**src/rtl/ffe_fir4_if.sv**
```systemverilog
// Sample-in / result-out bundle for the ffe_fir4 equalizer.
// master = sample source + slicer side, slave = equalizer.
interface ffe_fir4_if #(
   parameter int W = 12
);
   // load is a level: while high, DATA_IN is stable and one sample is taken per
   // LOAD_PERIOD clocks. valid_out is a one-clock pulse marking a fresh DATA_OUT;
   // there is no back-pressure, so the consumer must take every pulse.
   logic                load;
   logic signed [W-1:0] DATA_IN;
   logic signed [W-1:0] DATA_OUT;
   logic                valid_out;

   modport master (output load, DATA_IN, input DATA_OUT, valid_out);
   modport slave  (input load, DATA_IN, output DATA_OUT, valid_out);
endinterface

```
**src/rtl/ffe_fir4.sv**
```systemverilog
// 4-tap feed-forward equalizer, signed Q5.6 in/out, two-clock latency.
// Define FFE_SAT_EN to clamp the output instead of wrapping on overflow.
module ffe_fir4 #(
   parameter int                  W           = 12,
   parameter int                  FRAC        = 6,
   parameter int                  LOAD_PERIOD = 4,
   parameter logic signed [W-1:0] H0          = 12'sd32,
   parameter logic signed [W-1:0] H1          = -12'sd16,
   parameter logic signed [W-1:0] H2          = 12'sd10,
   parameter logic signed [W-1:0] H3          = -12'sd4
) (
   input logic       clk,
   input logic       rst,
   ffe_fir4_if.slave bus
);

   localparam int CW = (LOAD_PERIOD > 1) ? $clog2(LOAD_PERIOD) : 1;
   localparam int PW = 2 * W;
   localparam int SW = PW + 2;

   logic [CW-1:0]       cnt;
   logic                accept;
   logic signed [W-1:0] x0, x1, x2, x3;
   logic signed [PW-1:0] p0, p1, p2, p3;
   logic                s1, s2;
   logic signed [SW-1:0] sum;
   logic signed [W-1:0] res;

   // One accept per LOAD_PERIOD clocks of held load; a low load rearms at once.
   assign accept = bus.load && (cnt == '0);

   always_ff @(posedge clk or negedge rst) begin
      if (!rst) begin
         cnt <= '0;
      end else if (!bus.load) begin
         cnt <= '0;
      end else if (cnt == '0) begin
         cnt <= CW'(LOAD_PERIOD - 1);
      end else begin
         cnt <= cnt - CW'(1);
      end
   end

   always_ff @(posedge clk or negedge rst) begin
      if (!rst) begin
         x0 <= '0;
         x1 <= '0;
         x2 <= '0;
         x3 <= '0;
         s1 <= 1'b0;
      end else begin
         s1 <= accept;
         if (accept) begin
            x3 <= x2;
            x2 <= x1;
            x1 <= x0;
            x0 <= bus.DATA_IN;
         end
      end
   end

   always_ff @(posedge clk or negedge rst) begin
      if (!rst) begin
         p0 <= '0;
         p1 <= '0;
         p2 <= '0;
         p3 <= '0;
         s2 <= 1'b0;
      end else begin
         s2 <= s1;
         p0 <= x0 * H0;
         p1 <= x1 * H1;
         p2 <= x2 * H2;
         p3 <= x3 * H3;
      end
   end

   always_comb begin
      sum = SW'(p0) + SW'(p1) + SW'(p2) + SW'(p3);
   end

`ifdef FFE_SAT_EN
   localparam logic signed [SW-1:0] SAT_MAX = SW'((2 ** (W - 1)) - 1);
   localparam logic signed [SW-1:0] SAT_MIN = -SAT_MAX - SW'(1);
   logic signed [SW-1:0] shifted;

   always_comb begin
      shifted = sum >>> FRAC;
      res     = shifted[W-1:0];
      if (shifted > SAT_MAX) begin
         res = SAT_MAX[W-1:0];
      end else if (shifted < SAT_MIN) begin
         res = SAT_MIN[W-1:0];
      end
   end
`else
   // Arithmetic shift floors toward -inf; the cast keeps the low bits (wrap).
   always_comb begin
      res = W'(sum >>> FRAC);
   end
`endif

   always_ff @(posedge clk or negedge rst) begin
      if (!rst) begin
         bus.DATA_OUT  <= '0;
         bus.valid_out <= 1'b0;
      end else begin
         bus.valid_out <= s2;
         if (s2) begin
            bus.DATA_OUT <= res;
         end
      end
   end

endmodule

```
**src/flat_wrapper.sv**
```systemverilog
// flat-port wrapper written by rule: the top's interface ports become plain ports
module ffe_fir4_flat 
#(
   parameter int                  W           = 12,
   parameter int                  FRAC        = 6,
   parameter int                  LOAD_PERIOD = 4,
   parameter logic signed [W-1:0] H0          = 12'sd32,
   parameter logic signed [W-1:0] H1          = -12'sd16,
   parameter logic signed [W-1:0] H2          = 12'sd10,
   parameter logic signed [W-1:0] H3          = -12'sd4
)
  (clk, rst, bus_load, bus_DATA_IN, bus_DATA_OUT, bus_valid_out);
  ffe_fir4_if #(.W(W)) bus_i ();
  input logic clk;
  input logic rst;
  input wire logic [$bits(bus_i.load)-1:0] bus_load;
  input wire logic [$bits(bus_i.DATA_IN)-1:0] bus_DATA_IN;
  output wire logic [$bits(bus_i.DATA_OUT)-1:0] bus_DATA_OUT;
  output wire logic [$bits(bus_i.valid_out)-1:0] bus_valid_out;
  assign bus_i.load = bus_load;
  assign bus_i.DATA_IN = bus_DATA_IN;
  assign bus_DATA_OUT = bus_i.DATA_OUT;
  assign bus_valid_out = bus_i.valid_out;
  ffe_fir4 #(.W(W), .FRAC(FRAC), .LOAD_PERIOD(LOAD_PERIOD), .H0(H0), .H1(H1), .H2(H2), .H3(H3)) u_core (.clk(clk), .rst(rst), .bus(bus_i));
endmodule
```
**config.mk**
```make
export PLATFORM = sky130hd
export DESIGN_NAME = ffe_fir4_flat
export DESIGN_NICKNAME = d
export VERILOG_FILES = /design/src/rtl/ffe_fir4_if.sv /design/src/rtl/ffe_fir4.sv /design/src/flat_wrapper.sv
export SDC_FILE = /design/constraint.sdc
export NUM_CORES = 1
export LEC_CHECK = 0
export BUFFER_PORTS_ARGS = -buffer_cell sky130_fd_sc_hd__buf_4
export CAP_MARGIN = 20
export CORE_MARGIN = 1
export CORE_UTILIZATION = 45
export DETAILED_ROUTE_END_ITERATION = 6
export PLACE_DENSITY_LB_ADDON = 0.1
export REMOVE_ABC_BUFFERS = 1
export SLEW_MARGIN = 20
export SYNTH_ARGS = -nofsm -noshare
export SYNTH_HDL_FRONTEND = slang
export SYNTH_SLANG_ARGS = --single-unit
export TNS_END_PERCENT = 10
```
**constraint.sdc**
```tcl
create_clock -name clk -period 2.9 [get_ports clk]
set_input_delay 0.58 -clock clk [delete_from_list [all_inputs] [get_ports clk]]
set_output_delay 0.58 -clock clk [all_outputs]
set_load 0.02 [all_outputs]
```
==> results.md <==
* CTS Sinks at 122
* Tcrit/Tclk final at 102%
* Gr ovfl total at 0
* Clock Tree Buf Depth at 2
* Cell taking the most area after synthesis: dfrtp_1
* Yosys reg bits at around 120
* Post-CTS Setup Repair Bufs at 0
* Main synth FF type: dfrtp_1
* Critical path endpoint category: flop
* Top post-synthesis cells by area: dfrtp_1, fa_1, mux2_2
* Slew headroom at ~67%
* Number of port buffers at 27
* Dpl hpwl at 8690 um
* First-pass iteration count of the detailed router at 4
* Final count of hold timing violations at 0
* Max Cap Viol at 0
* Worst slew pin tran at a little under 0.5 ns
* Worst path slowest cell: fa_1
* Pin count of the biggest net entering global routing at 57
* Setup WS pre-CTS at -0.344 ns
* Top cell type's share of synthesized area at 49.1%
* Die area at 14300 um^2
* Seq/Total Area, Yosys at between 40% and 50%
* Chip width at approximately 120 um
* Clock-pin slew on the worst setup and hold paths at 0.06 ns
* Hold_buf cts at 0
* Worst EP required at about 3.2 ns
* Share of layout cells above drive strength 1 at approximately a quarter
* Failing checks: setup timing
* Max Transition Viols Final at 0
* Core area at approximately 13000 um^2
* Fmax at roughly 0.34 GHz
* Final nets at 676
* Die H at about 120 um
* Unrepaired setup endpoints after global routing: yes
* DRC Markers at 0
* Mapped cell area at between 6000 and 7000 um^2
* Total GRT Usage at 18.4%
* Vias at 3817
* Kind of cell adding the most delay to the critical path: adder cells
* Layout area overhead at 21.4%
* Ant diodes at 0
* Library cells used by synthesis at 46
* Number of enable flip-flop cells after synthesis at 0
* Async SR Flop Fraction at 100%
* GPL Wtd Cong at about 0.79
* Initial antenna violation count at 0
* Worst setup path class: reg -> reg
* CTS Buf Count at 17
* Routed Antenna Nets at 0
* Setup ws final at -0.0572 ns
* Syn Inst Count at 533
* CTS tree: yes
* Hold Crit Class: in -> async
* First DRT Iteration DRCs at between 100 and 150
* I/O pin cnt at 28
* Crit-path cells: inv_2 -> fa_2 -> fa_1 -> inv_1 -> ha_1 -> and3_4 -> a22o_4 -> a41o_4 -> a211oi_2 -> xnor2_1 -> mux2_4
* Crit-path max cell delay at roughly 0.48 ns
* Routed vias/inst at ~4.9
* Cell Rows at between 40 and 50
* First-pass GRT wire length at 19800 um
* Crit-path max FO at 6
* Bufs and invs on worst path at 2
* DRT Wirelength at between 10000 and 15000 um
* H-tree lvl count at 4
* Vias in the first global route at between 4000 and 5000
* Routed WL per cell at ~15 um
* Crit start category: flop
* Yosys warns at 0
* Setup Skew at 0.00993 ns
* Status: finished with violations
* Root Driver: clkbuf_16
* Syn Area/Cell at between 10 and 15 um^2
* Worst EP arrival at 3.25 ns
* Initial Util at a little under half
* Fin crit period at 2.96 ns
* Clock latency on the worst-skew pair at ~0.41 ns
* Final setup vio count at 5
synth_stat cells, types with 3 or more instances:
cell / n
a21o_1: 7
xnor2_1: 29
nor3_1: 13
nor2b_1: 3
buf_1: 3
clkbuf_1: 5
ha_1: 39
xor2_1: 9
o21ai_0: 16
a31oi_1: 3
nand3_1: 3
o21a_1: 4
nand2_1: 26
nor4_1: 4
mux2i_1: 3
dfrtp_1: 122
mux2_2: 46
fa_1: 26
and3_1: 4
inv_1: 88
nor2_1: 32
a21oi_1: 16
final cells by class:
type,instances,area (um^2)
clock inverters,6,110
repair buffers,52,403
fillers,1120,5800
well taps,176,220
flip-flops and latches,122,3050
clock buffers,24,512
multi-input cells,315,2920
inverters,88,330
timing repair:
item	CTS	global route
endpoints found under the setup margin	10	12
resized for setup	22	9
pin swaps	19	7
state kept, by name (all words and copies together), names as in the netlist:
name,count
u_core.s2,1
u_core.x3,12
u_core.x0,12
u_core.s1,1
u_core.p2,15
u_core.p0,12
u_core.cnt,2
u_core.bus.DATA_OUT,12
u_core.x1,12
u_core.p3,16
u_core.x2,12
u_core.bus.valid_out,1
u_core.p1,14
cells in the final DEF, fill, tap and decap left out, types with 6 or more instances in the layout:
master | Yosys | routed
nor3_1 | 13 | 13
xnor2_1 | 29 | 29
nor2_1 | 32 | 31
inv_1 | 88 | 80
o21ai_0 | 16 | 12
dfrtp_1 | 122 | 122
buf_4 | 0 | 51
a21o_1 | 7 | 7
inv_2 | 0 | 8
mux2_2 | 46 | 46
a21oi_1 | 16 | 13
clkbuf_16 | 0 | 17
clkbuf_8 | 0 | 6
nand2_1 | 26 | 25
xor2_1 | 9 | 9
ha_1 | 39 | 35
fa_1 | 26 | 25
metal layers:
metal | vias up | GRT usage [%] | wire length (um) | part of all wire (%)
li1 | 1892 | - | - | -
met1 | 1865 | 24.7 | 5750 | 50
met2 | 47 | 28.3 | 5320 | 46
met3 | 13 | 4.71 | 329 | 2.8
met4 | 0 | 7.66 | 176 | 1.5
met5 | - | 0 | 0 | 0
final timing paths:
| kind | startpoint | endpoint | slack [ns] | cells past startpoint |
|---|---|---|---|---|
| worst min register to register | u_core.s1$_DFF_PN0_ | u_core.s2$_DFF_PN0_ | 0.35 | 0 |
| worst max register to register | u_core.p2[5]$_DFF_PN0_ | u_core.bus.DATA_OUT[10]$_DFFE_PN0P_ | -0.06 | 11 |
| max in group asynchronous | rst | u_core.x2[7]$_DFFE_PN0P_ | 2.19 | 2 |
| worst max-delay path | u_core.p2[5]$_DFF_PN0_ | u_core.bus.DATA_OUT[10]$_DFFE_PN0P_ | -0.06 | 11 |
| min in group clk | u_core.s1$_DFF_PN0_ | u_core.s2$_DFF_PN0_ | 0.35 | 0 |
| worst min-delay path | rst | u_core.bus.DATA_OUT[0]$_DFFE_PN0P_ | 0.05 | 1 |
cells by family after synthesis:
kind of cell	Yosys count	synth area share [%]
compound gates	65	7.18
xor+xnor	38	5.35
flops	122	49.1
buf+inv	96	5.79
fa+ha+maj	65	16.2
mux	50	9.05
simple gates	97	7.30
per-stage QoR:
step	std cells	util, %	area, um^2	TNS [ns]	hold slack (ns)
detailed placement	753	51.0	6810	-2.04	0.338
global placement	753	51.0	6810	-1.50	0.337
floorplan	525	-	6190	-0.908	0.284
global route	783	56.6	7550	-0.769	0.0539
CTS	783	56.2	7500	-0.246	0.0398
finish	783	56.6	7550	-0.148	0.0485
Power is left out: the tool's default activity adds up to more than one toggle a clock period on the data nets, which glitch-free logic cannot reach.
